==> src/rtl/ctrl_pipe_if.sv <==
// Signal bundle between the ID/EX pipeline controller and the rest of the datapath.
// The slave modport is the controller's view; the master modport is the datapath's view.
interface ctrl_pipe_if;
    logic [15:0] id_ctrl;
    logic [4:0]  id_rs;
    logic [4:0]  id_rt;
    logic [4:0]  id_rd;
    logic        ex_taken;
    logic [15:0] ex_ctrl;
    logic [4:0]  ex_wreg;
    logic [3:0]  mem_ctrl;
    logic [4:0]  mem_wreg;
    logic        stall;
    logic        flush_ifid;
    logic [1:0]  state;
    logic [15:0] stall_cnt;
    logic [15:0] flush_cnt;

    modport slave (
        input  id_ctrl, id_rs, id_rt, id_rd, ex_taken,
        output ex_ctrl, ex_wreg, mem_ctrl, mem_wreg, stall, flush_ifid,
               state, stall_cnt, flush_cnt
    );

    modport master (
        output id_ctrl, id_rs, id_rt, id_rd, ex_taken,
        input  ex_ctrl, ex_wreg, mem_ctrl, mem_wreg, stall, flush_ifid,
               state, stall_cnt, flush_cnt
    );
endinterface

==> src/rtl/ctrl_pipe.sv <==
// ID/EX/MEM control pipeline with load-use stall, taken-branch double flush,
// jump single flush and saturating stall/flush event counters.
module ctrl_pipe (
    input  logic         clk,
    input  logic         rst_n,
    ctrl_pipe_if.slave   bus
);
    typedef enum logic [1:0] {
        RUN   = 2'b00,
        STALL = 2'b01,
        FLUSH = 2'b10
    } state_t;

    state_t      r_state;
    state_t      w_state_next;
    logic [15:0] r_ex_ctrl;
    logic [15:0] w_ex_ctrl_next;
    logic [4:0]  r_ex_wreg;
    logic [4:0]  w_ex_wreg_next;
    logic [3:0]  r_mem_ctrl;
    logic [4:0]  r_mem_wreg;
    logic [15:0] r_stall_cnt;
    logic [15:0] r_flush_cnt;
    logic        w_stall;
    logic        w_flush;
    logic [4:0]  w_id_wreg;
    logic        w_taken;
    logic        w_load_use;
    logic        w_id_jump;

    // jal always links into $31, regardless of RegDst
    assign w_id_wreg = (bus.id_ctrl[4:3] == 2'b11) ? 5'd31
                     : (bus.id_ctrl[10] ? bus.id_rt : bus.id_rd);

    assign w_taken    = r_ex_ctrl[11] & bus.ex_taken;
    assign w_load_use = r_ex_ctrl[13] && (r_ex_wreg != 5'd0) &&
                        ((r_ex_wreg == bus.id_rs) || (r_ex_wreg == bus.id_rt));
    assign w_id_jump  = bus.id_ctrl[2] | (bus.id_ctrl[4:3] != 2'b00);

    always_comb begin
        w_state_next   = RUN;
        w_ex_ctrl_next = 16'h0000;
        w_ex_wreg_next = 5'd0;
        w_stall        = 1'b0;
        w_flush        = 1'b0;
        case (r_state)
            RUN: begin
                if (w_taken) begin
                    w_flush      = 1'b1;
                    w_state_next = FLUSH;
                end else if (w_load_use) begin
                    w_stall      = 1'b1;
                    w_state_next = STALL;
                end else begin
                    w_flush        = w_id_jump;
                    w_ex_ctrl_next = bus.id_ctrl;
                    w_ex_wreg_next = w_id_wreg;
                end
            end
            // IF/ID was held last cycle, so the ID fields are the stalled instruction
            STALL: begin
                w_ex_ctrl_next = bus.id_ctrl;
                w_ex_wreg_next = w_id_wreg;
            end
            FLUSH: begin
                w_flush = 1'b1;
            end
            default: begin
                w_state_next = RUN;
            end
        endcase
    end

    always_ff @(posedge clk or negedge rst_n) begin
        if (!rst_n) begin
            r_state     <= RUN;
            r_ex_ctrl   <= 16'h0000;
            r_ex_wreg   <= 5'd0;
            r_mem_ctrl  <= 4'h0;
            r_mem_wreg  <= 5'd0;
            r_stall_cnt <= 16'h0000;
            r_flush_cnt <= 16'h0000;
        end else begin
            r_state    <= w_state_next;
            r_ex_ctrl  <= w_ex_ctrl_next;
            r_ex_wreg  <= w_ex_wreg_next;
            r_mem_ctrl <= r_ex_ctrl[15:12];
            r_mem_wreg <= r_ex_wreg;
            if (w_stall && (r_stall_cnt != 16'hFFFF))
                r_stall_cnt <= r_stall_cnt + 16'd1;
            if (w_flush && (r_flush_cnt != 16'hFFFF))
                r_flush_cnt <= r_flush_cnt + 16'd1;
        end
    end

    assign bus.ex_ctrl    = r_ex_ctrl;
    assign bus.ex_wreg    = r_ex_wreg;
    assign bus.mem_ctrl   = r_mem_ctrl;
    assign bus.mem_wreg   = r_mem_wreg;
    assign bus.stall      = w_stall;
    assign bus.flush_ifid = w_flush;
    assign bus.state      = r_state;
    assign bus.stall_cnt  = r_stall_cnt;
    assign bus.flush_cnt  = r_flush_cnt;
endmodule

==> src/flat_wrapper.sv <==
// flat-port wrapper written by rule: the top's interface ports become plain ports
module ctrl_pipe_flat 
  (clk, rst_n, bus_id_ctrl, bus_id_rs, bus_id_rt, bus_id_rd, bus_ex_taken, bus_ex_ctrl, bus_ex_wreg, bus_mem_ctrl, bus_mem_wreg, bus_stall, bus_flush_ifid, bus_state, bus_stall_cnt, bus_flush_cnt);
  ctrl_pipe_if bus_i ();
  input  logic clk;
  input  logic rst_n;
  input wire logic [$bits(bus_i.id_ctrl)-1:0] bus_id_ctrl;
  input wire logic [$bits(bus_i.id_rs)-1:0] bus_id_rs;
  input wire logic [$bits(bus_i.id_rt)-1:0] bus_id_rt;
  input wire logic [$bits(bus_i.id_rd)-1:0] bus_id_rd;
  input wire logic [$bits(bus_i.ex_taken)-1:0] bus_ex_taken;
  output wire logic [$bits(bus_i.ex_ctrl)-1:0] bus_ex_ctrl;
  output wire logic [$bits(bus_i.ex_wreg)-1:0] bus_ex_wreg;
  output wire logic [$bits(bus_i.mem_ctrl)-1:0] bus_mem_ctrl;
  output wire logic [$bits(bus_i.mem_wreg)-1:0] bus_mem_wreg;
  output wire logic [$bits(bus_i.stall)-1:0] bus_stall;
  output wire logic [$bits(bus_i.flush_ifid)-1:0] bus_flush_ifid;
  output wire logic [$bits(bus_i.state)-1:0] bus_state;
  output wire logic [$bits(bus_i.stall_cnt)-1:0] bus_stall_cnt;
  output wire logic [$bits(bus_i.flush_cnt)-1:0] bus_flush_cnt;
  assign bus_i.id_ctrl = bus_id_ctrl;
  assign bus_i.id_rs = bus_id_rs;
  assign bus_i.id_rt = bus_id_rt;
  assign bus_i.id_rd = bus_id_rd;
  assign bus_i.ex_taken = bus_ex_taken;
  assign bus_ex_ctrl = bus_i.ex_ctrl;
  assign bus_ex_wreg = bus_i.ex_wreg;
  assign bus_mem_ctrl = bus_i.mem_ctrl;
  assign bus_mem_wreg = bus_i.mem_wreg;
  assign bus_stall = bus_i.stall;
  assign bus_flush_ifid = bus_i.flush_ifid;
  assign bus_state = bus_i.state;
  assign bus_stall_cnt = bus_i.stall_cnt;
  assign bus_flush_cnt = bus_i.flush_cnt;
  ctrl_pipe u_core (.clk(clk), .rst_n(rst_n), .bus(bus_i));
endmodule
==> config.mk <==
export PLATFORM = sky130hd
export DESIGN_NAME = ctrl_pipe_flat
export DESIGN_NICKNAME = d
export VERILOG_FILES = /design/src/rtl/ctrl_pipe_if.sv /design/src/rtl/ctrl_pipe.sv /design/src/flat_wrapper.sv
export SDC_FILE = /design/constraint.sdc
export NUM_CORES = 1
export LEC_CHECK = 0
export BUFFER_PORTS_ARGS = -buffer_cell sky130_fd_sc_hd__buf_2
export CAP_MARGIN = 20
export CELL_PAD_IN_SITES_DETAIL_PLACEMENT = 0
export CELL_PAD_IN_SITES_GLOBAL_PLACEMENT = 1
export CORE_MARGIN = 1.5
export CORE_UTILIZATION = 38
export DETAILED_ROUTE_END_ITERATION = 7
export PLACE_DENSITY_LB_ADDON = 0.1
export SYNTH_ARGS = -nofsm -noshare
export SYNTH_HDL_FRONTEND = slang
export SYNTH_SLANG_ARGS = --single-unit
==> constraint.sdc <==
create_clock -name clk -period 2.6 [get_ports clk]
set_input_delay 0.39 -clock clk [delete_from_list [all_inputs] [get_ports clk]]
set_output_delay 0.39 -clock clk [all_outputs]
set_load 0.005 [all_outputs]
Word-level counts from Yosys, hierarchy flattened
Cells that the tools add are included.

Register bits: 64. Bits of input ports: 34. Output and inout bits: 66.

Add/sub/neg operators: 2. Equal/unequal tests: 7. Multiplexer cells: 17. Bitwise logic cells: 2. Reductions and logical operators: 8.

Operators with widths (count): adder 16 x 1 -> 16 bit, second input constant (2); 2-to-1 mux 16 bit (2); inequality test 16 bit, second input constant (2); one-hot mux 16 bit (2 select lines) (1); 2-to-1 mux 5 bit (4); == test 5 bit (2); one-hot mux 5 bit (2 select lines) (1); 2-to-1 mux 1 bit (6); nonzero test 5 bit (1); == test 2 bit, second input constant (2); logical AND 1 bit (4); 2-to-1 mux 2 bit (2); == test 2 x 1 -> 1 bit, second input constant (1); zero test 2 bit (1); one-hot mux 1 bit (2 select lines) (1); nonzero test 2 bit (1); AND 1 bit (1); logical OR 1 bit (1); OR 1 bit (1).

Logic depth before layout (Yosys ltp)
Gate-level depths: netlist (run 1).

Depth in word-level cells: 7. Depth in mapped cells: 8. Depth with buffers taken out: 7.

Worst setup path before layout (run 1)
Ideal clock, no wire load.

Path kind: reg2reg. From: register u_core.r_ex_wreg[0] (netlist: u_core.bus.ex_wreg[0]). To: register u_core.r_flush_cnt[1] (netlist: u_core.bus.flush_cnt[1]). Library setup time: 125 ps. Arrival time: 1820 ps. Setup slack: 655 ps. Stages on the path, launching flop included: 7. Buffers on the path: 0. Cell sequence: dfrtp_1 > or4_1 > o21a_1 > nand2b_4 > o21ai_4 > nor2_1 > mux2_2.

Longest elaborated chain between the ends: 7. Elaborated cells between the ends (all ways): 10. Those cells by class: eq/ne (2); mux (3); reduce/logical (5).

Ends and longest elaborated chain: start: declaration (RTL line ctrl_pipe.sv:18) `logic [4:0] r_ex_wreg;`; start signal: assignment (RTL line ctrl_pipe.sv:86) `r_ex_wreg <= w_ex_wreg_next;`; == test 5 bit or nonzero test 5 bit (tied branches) (RTL line ctrl_pipe.sv:37, ctrl_pipe.sv:36); logical OR 1 bit or logical AND 1 bit (tied branches) (RTL line ctrl_pipe.sv:37, ctrl_pipe.sv:36); logical AND 1 bit * (RTL line ctrl_pipe.sv:36) `assign w_load_use = r_ex_ctrl[13] && (r_ex_wreg != 5'd0) &&`; 2-to-1 mux 1 bit * (RTL line ctrl_pipe.sv:51) `end else if (w_load_use) begin`; 2-to-1 mux 1 bit * (RTL line ctrl_pipe.sv:48) `if (w_taken) begin`; one-hot mux 1 bit (2 select lines) * (RTL line ctrl_pipe.sv:46) `case (r_state)`; logical AND 1 bit * (RTL line ctrl_pipe.sv:91) `if (w_flush && (r_flush_cnt != 16'hFFFF))`; end signal: assignment (RTL line ctrl_pipe.sv:92) `r_flush_cnt <= r_flush_cnt + 16'd1;`; end: declaration (RTL line ctrl_pipe.sv:23) `logic [15:0] r_flush_cnt;`.

Every way passes the cells marked *; elsewhere a longest branch is shown, timed or not. A chain may end at the register's enable or synchronous reset.

Worst setup path in the final report (run 1)
From: register u_core.r_ex_wreg[0] (netlist: u_core.bus.ex_wreg[0]). To: output port bus_flush_ifid.

Longest elaborated chain between the ends: 6. Elaborated cells between the ends (all ways): 9. Those cells by class: eq/ne (2); mux (3); reduce/logical (4).

Ends and longest elaborated chain: == test 5 bit or nonzero test 5 bit (tied branches) (RTL line ctrl_pipe.sv:37, ctrl_pipe.sv:36); logical OR 1 bit or logical AND 1 bit (tied branches) (RTL line ctrl_pipe.sv:37, ctrl_pipe.sv:36); logical AND 1 bit * (RTL line ctrl_pipe.sv:36); 2-to-1 mux 1 bit * (RTL line ctrl_pipe.sv:51); 2-to-1 mux 1 bit * (RTL line ctrl_pipe.sv:48); one-hot mux 1 bit (2 select lines) * (RTL line ctrl_pipe.sv:46); end: declaration (RTL line flat_wrapper.sv:17) `output wire logic [$bits(bus_i.flush_ifid)-1:0] bus_flush_ifid;`.

Marked as above.

==> flow_metrics.tcl, run 1 <==
set metrics [dict create \
    htreeDepth 3 \
    post-place-cells 424 \
    first_iter_violations 58 \
    syn-num-nets 266 \
    r2r-start "u_core.bus.ex_wreg[0]" \
    clock-sinks 64 \
    drc_errors 0 \
    yosysUniqueCellTypes 35 \
    drtPass1Iterations 4 \
    ys_ff_latch 64 \
    rrSetupSlack_ns 0.30 \
    final_common_cell "buf_2" \
    die_w_microns 88.0 \
    fin_setup_tns_ns 0 \
    clockBufferDepth 2 \
    worstPathArrival_ns 1.98 \
    highest_layer "met4" \
    drt-met1-wl_microns 2690 \
    min_to "u_core.bus.ex_ctrl[0]" \
    clk_pin_slew_worst_paths_ns 0.07 \
    syn-cell-area_sq_um 2740 \
    hold_class "in2reg" \
    port_buffers 99 \
    layout_common_cells "buf_2 (99), dfrtp_1 (64), xor2_1 (27), and2_1 (19), nor3_1 (15)" \
    fin_crit_sh 0.910 \
    critPathKind "reg2out" \
    coreArea_sq_um 6870 \
    synthesis.instances 230 \
    cts-root-buf "clkbuf_8" \
    diodes 0 \
    start_util 0.399 \
    power_density_nw_per_um2 836 \
    synth_area_leaders "dfrtp_1 (58%), xor2_1 (8.6%), and2_1 (4.3%)" \
    grt_max_degree 29 \
    finClkSkew_ns 0.00668 \
    finalSetupViolations 0 \
    avgSynthCellArea_sq_um 11.9 \
    drive_gt1_frac 0.381 \
    die_area_sq_um 7740 \
    outcome "complete, no violations" \
    critPathMaxFanout 7 \
    maxCapViolCount 0 \
    cts_buffers 9 \
    yosysTopAreaCellShare 0.584 \
    seq_area_frac_synth 0.584 \
    finalCoreUtilization 0.529 \
    holdPathStages 2 \
    end_kind "primary output" \
    globalRouteTotalUtil 0.168 \
    min-delay-start "bus_id_ctrl[0]" \
    fmax_mhz 423 \
    grt.overflow.total 0 \
    synth_area_leader_cell "dfrtp_1" \
    p_leak_nw 1.82 \
    num_vias 2030 \
    grt_pass1_vias 1992 \
    worst_pin_slew_ns 0.829 \
    hold_viol 0 \
    stdcell_count 445 \
    dpl.hpwl_microns 4440 \
    vias_per_cell 4.56 \
    gp_congestion 0.783 \
    fp.dieH_microns 88.0 \
    synth_edf_count 0 \
    rsz0062_at_grt "no" \
    fp-row-count 30 \
    r2r_cells 7 \
    wl_met2_microns 2820 \
    antenna_left 0 \
    required_ns 2.21 \
    r2r-end "u_core.bus.flush_cnt[1]" \
    ios 100 \
    routed_wl_microns 5950 \
    async_flop_share 1.00 \
    wl_met3_microns 304 \
    synth_ff_type "dfrtp_1" \
    clk_latency_ns 0.33 \
    maxSlewHeadroom 0.446 \
    antenna_found_initial 0 \
    drv_slew 0 \
    yosysWarnings 0 \
    p_total_mw 3.04 \
    ir_worst_vdd_uv 389 \
    finalCriticalPeriod_ns 2.37 \
    nets 380 \
    syn_to_final_growth_pct 32.6 \
    cts_tree "built" \
    grt_pass1_wl_microns 9780 \
    wire_per_inst_microns 13.4 \
    cp-start-kind "flop" \
]
## stage by stage
step | instance area, sq um | setup slack (ns) | hold slack (ns)
2_1_floorplan | 2740 | 0.655 | 0.0944
3_3_place_gp | 3360 | 0.351 | 0.299
3_5_place_dp | 3360 | 0.357 | 0.304
4_1_cts | 3610 | 0.0632 | 0.250
5_1_grt | 3640 | 0.133 | 0.244
6_report | 3640 | 0.233 | 0.259
## cell families after synthesis
kind of cell	after synthesis	share of synthesized area
fa+ha+maj	2	0.00912
compound gates	11	0.0370
buf+inv	9	0.0160
mux	9	0.0347
simple gates	97	0.198
flops	64	0.584
xor+xnor	38	0.121
## sequential cells by signal, indices dropped and copies added, names as in the netlist
name,cells
u_core.bus.ex_ctrl,16
u_core.bus.flush_cnt,16
u_core.bus.mem_wreg,5
u_core.bus.ex_wreg,5
u_core.bus.mem_ctrl,4
u_core.bus.stall_cnt,16
u_core.bus.state,2
## metal layers
layer	GRT usage	up-vias
met1	0.221	953
met4	0.0823	0
met5	0	-
met3	0.0358	10
li1	-	1012
met2	0.264	55
## worst max path at each step
stage                                         end             startpoint  slack (ns)  depth (start not counted)
final                              bus_flush_ifid  u_core.bus.ex_wreg[0]        0.23                          6
after global routing               bus_flush_ifid  u_core.bus.ex_wreg[0]        0.13                          6
after global placement    u_core.bus.stall_cnt[1]           bus_id_rs[2]        0.35                          6
after CTS                          bus_flush_ifid  u_core.bus.ex_wreg[2]        0.06                          7
after floorplan           u_core.bus.flush_cnt[1]  u_core.bus.ex_wreg[0]        0.65                          6
after detailed placement  u_core.bus.stall_cnt[1]           bus_id_rs[2]        0.36                          6
## Yosys cell counts (all sizes together) (5+ instances only)
library cell,n
dfrtp,64
xor2,27
and2,19
nor3,15
nand2,14
nor2,13
xnor2,11
nand3,10
nand4,10
a21boi,5
mux2i,5
nor4,5
## power by group
| group | total [mW] | switching [mW] | internal, mW | leakage (nW) |
|---|---|---|---|---|
| sequential | 1.38 | 0.198 | 1.19 | 0.796 |
| combinational | 0.663 | 0.315 | 0.348 | 0.904 |
| clock | 0.991 | 0.370 | 0.620 | 0.117 |
| total | 3.04 | 0.884 | 2.15 | 1.82 |
## critical path, stage by stage, from the launching register on
cell	delay (ns)
dfrtp_1	0.44
or4_1	0.57
o21a_1	0.26
nand2b_4	0.11
o21ai_4	0.09
inv_1	0.07
buf_2	0.10
## area by class of cell
cell class	count	area (sq um)
Timing Repair Buffer	109	573
Clock inverter	2	60.1
Fill cell	682	3230
Inverter	3	11.3
Sequential cell	64	1600
Multi-Input combinational cell	157	1100
Clock buffer	14	173
Tap cell	96	120
## what timing repair did
action | CTS | global route
endpoints found under the hold margin | 12 | 0
buffers inserted | 0 | 4
hold buffers | 1 | 0
endpoints found under the setup margin | 0 | 1
resized for setup | 0 | 0
No activity file was read; power rests on OpenSTA's default activity.
==> run 2: changes to the inputs <==
PLACE_DENSITY_LB_ADDON = 0.12   (was 0.1)
==> run 2 against run 1 <==
Sequential power is essentially flat. Wire length grew 0.35%. Clock skew is essentially flat. Clock power grew 0.4%. Worst hold slack lost 0.24 ns. Non-clock buffer count shrank 2. Worst setup slack lost 0.0018 ns. Count of clock-buffer cells in the layout shrank 2. First-iteration DRC count shrank 36%. Register-to-register slack gained 0.03 ns. Largest cell class unchanged. Highest routed layer unchanged.
==> flow_metrics.tcl, run 2 (synthesis gave the netlist of run 1 again) <==
set metrics [dict create \
    critPathKind "reg2out" \
    first_iter_violations 37 \
    vias_per_cell 4.63 \
    maxCapViolCount 0 \
    grt_max_degree 27 \
    clk_latency_ns 0.33 \
    maxSlewHeadroom 0.470 \
    coreArea_sq_um 6870 \
    worstPathArrival_ns 1.98 \
    clock-sinks 64 \
    worst_pin_slew_ns 0.792 \
    cts_tree "built" \
    syn_to_final_growth_pct 32.2 \
    cts-root-buf "clkbuf_8" \
    cts_hold_buffers 0 \
    start_util 0.399 \
    fp-row-count 30 \
    cellInternalPower_mw 2.15 \
    power_density_nw_per_um2 838 \
    rrSetupSlack_ns 0.33 \
    fp.dieH_microns 88.0 \
    ir_worst_vdd_uv 433 \
    pwr-share-seq 0.456 \
    die_area_sq_um 7740 \
    cts_setup_buffers 0 \
    fmax_mhz 422 \
    globalRouteTotalUtil 0.168 \
    drive_gt1_frac 0.386 \
    finalSetupViolations 0 \
    pwr-share-clk 0.327 \
    combPwrFrac 0.217 \
    r2r-end "u_core.bus.flush_cnt[1]" \
    num_vias 2051 \
    antenna_found_initial 0 \
    required_ns 2.21 \
    r2r-start "u_core.bus.ex_wreg[0]" \
    clk_pin_slew_worst_paths_ns 0.06 \
    finalCriticalPeriod_ns 2.37 \
    final_common_cell "buf_2" \
    routed_wl_microns 5970 \
    drtPass1Iterations 4 \
    fin_setup_tns_ns 0 \
    stdcell_count 443 \
    dpl.hpwl_microns 4360 \
    outcome "complete, no violations" \
    p_leak_nw 1.81 \
    grt_pass1_wl_microns 9820 \
    wire_per_inst_microns 13.5 \
    antenna_left 0 \
    p_sw_mw 0.891 \
    drv_slew 0 \
    die_w_microns 88.0 \
    grt_pass1_vias 1998 \
    cp-start-kind "flop" \
    finClkSkew_ns 0.00672 \
    ios 100 \
    htreeDepth 3 \
    layout_common_cells "buf_2 (99), dfrtp_1 (64), xor2_1 (27), and2_1 (19), nor3_1 (15)" \
    grt.overflow.total 0 \
    post_cts_resized 0 \
    hold_class "in2async" \
    r2r_cells 7 \
    drc_errors 0 \
    fin_crit_sh 0.911 \
    cts_buffers 9 \
    critPathMaxFanout 7 \
    port_buffers 99 \
    nets 378 \
    rsz0062_at_grt "no" \
    post-place-cells 423 \
    diodes 0 \
    whs_ns 0.0198 \
    hold_viol 0 \
    finalCoreUtilization 0.528 \
    gp_congestion 0.768 \
    swShare 0.293 \
    end_kind "primary output" \
    clockBufferDepth 2 \
]
[run 2: changes by cell type in the layout (fill, tap and decap cells not counted)]
| cell | previous run | this run |
|---|---|---|
| clkbuf_1 | 2 | 0 |
| clkinvlp_4 | 0 | 2 |
| buf_4 | 9 | 8 |
| dlygate4sd3_1 | 1 | 0 |
[run 2: worst max-delay path, cell delays in order, from the launching register on]
cell and delay, ns:
dfrtp_1 0.44, or4_1 0.57, o21a_1 0.26, nand2b_4 0.12
o21ai_4 0.09, inv_1 0.07, buf_2 0.10
[run 2: final cells by class]
type,count,area [sq um]
inverters,3,11.3
well taps,96,120
flip-flops and latches,64,1600
multi-input cells,157,1100
repair buffers,107,556
clock buffers,12,165
fillers,656,3240
clock inverters,4,75.1
[run 2: metrics by stage]
| stage | power, mW | setup slack, ns | cell area [sq um] |
|---|---|---|---|
| 2_1_floorplan | 1.74 | 0.655 | 2740 |
| 3_3_place_gp | 2.06 | 0.348 | 3360 |
| 3_5_place_dp | 2.07 | 0.335 | 3360 |
| 4_1_cts | 3.08 | 0.0339 | 3600 |
| 5_1_grt | 3.25 | 0.125 | 3630 |
| 6_report | 3.04 | 0.231 | 3630 |
[run 2: worst max path at each step]
stage / from / to / slack (ns) / cells past startpoint
floorplan: u_core.bus.ex_wreg[0] / u_core.bus.flush_cnt[1] / 0.65 / 6
global placement: bus_id_rs[2] / u_core.bus.stall_cnt[1] / 0.35 / 6
detailed placement: bus_id_rs[2] / u_core.bus.stall_cnt[13] / 0.33 / 7
CTS: u_core.bus.ex_wreg[2] / bus_flush_ifid / 0.03 / 7
global route: u_core.bus.ex_wreg[0] / bus_flush_ifid / 0.13 / 6
finish: u_core.bus.ex_wreg[0] / bus_flush_ifid / 0.23 / 6
[run 2: routing by layer]
metal  up-vias  part of all wire  track usage
met5         -                 0            0
met4         0             0.020       0.0779
met3        10             0.058       0.0415
met2        56              0.47        0.260
met1       968              0.45        0.223
li1       1017                 -            -
[run 2: power by group through the flow]
stage                     registers, mW  logic (mW)  clock network, mW
after detailed placement           1.41       0.661                  0
final                              1.39       0.659              0.995
after global placement             1.40       0.654                  0
after CTS                          1.39       0.664               1.03
after global routing               1.42       0.759               1.07
after floorplan                    1.40       0.334                  0
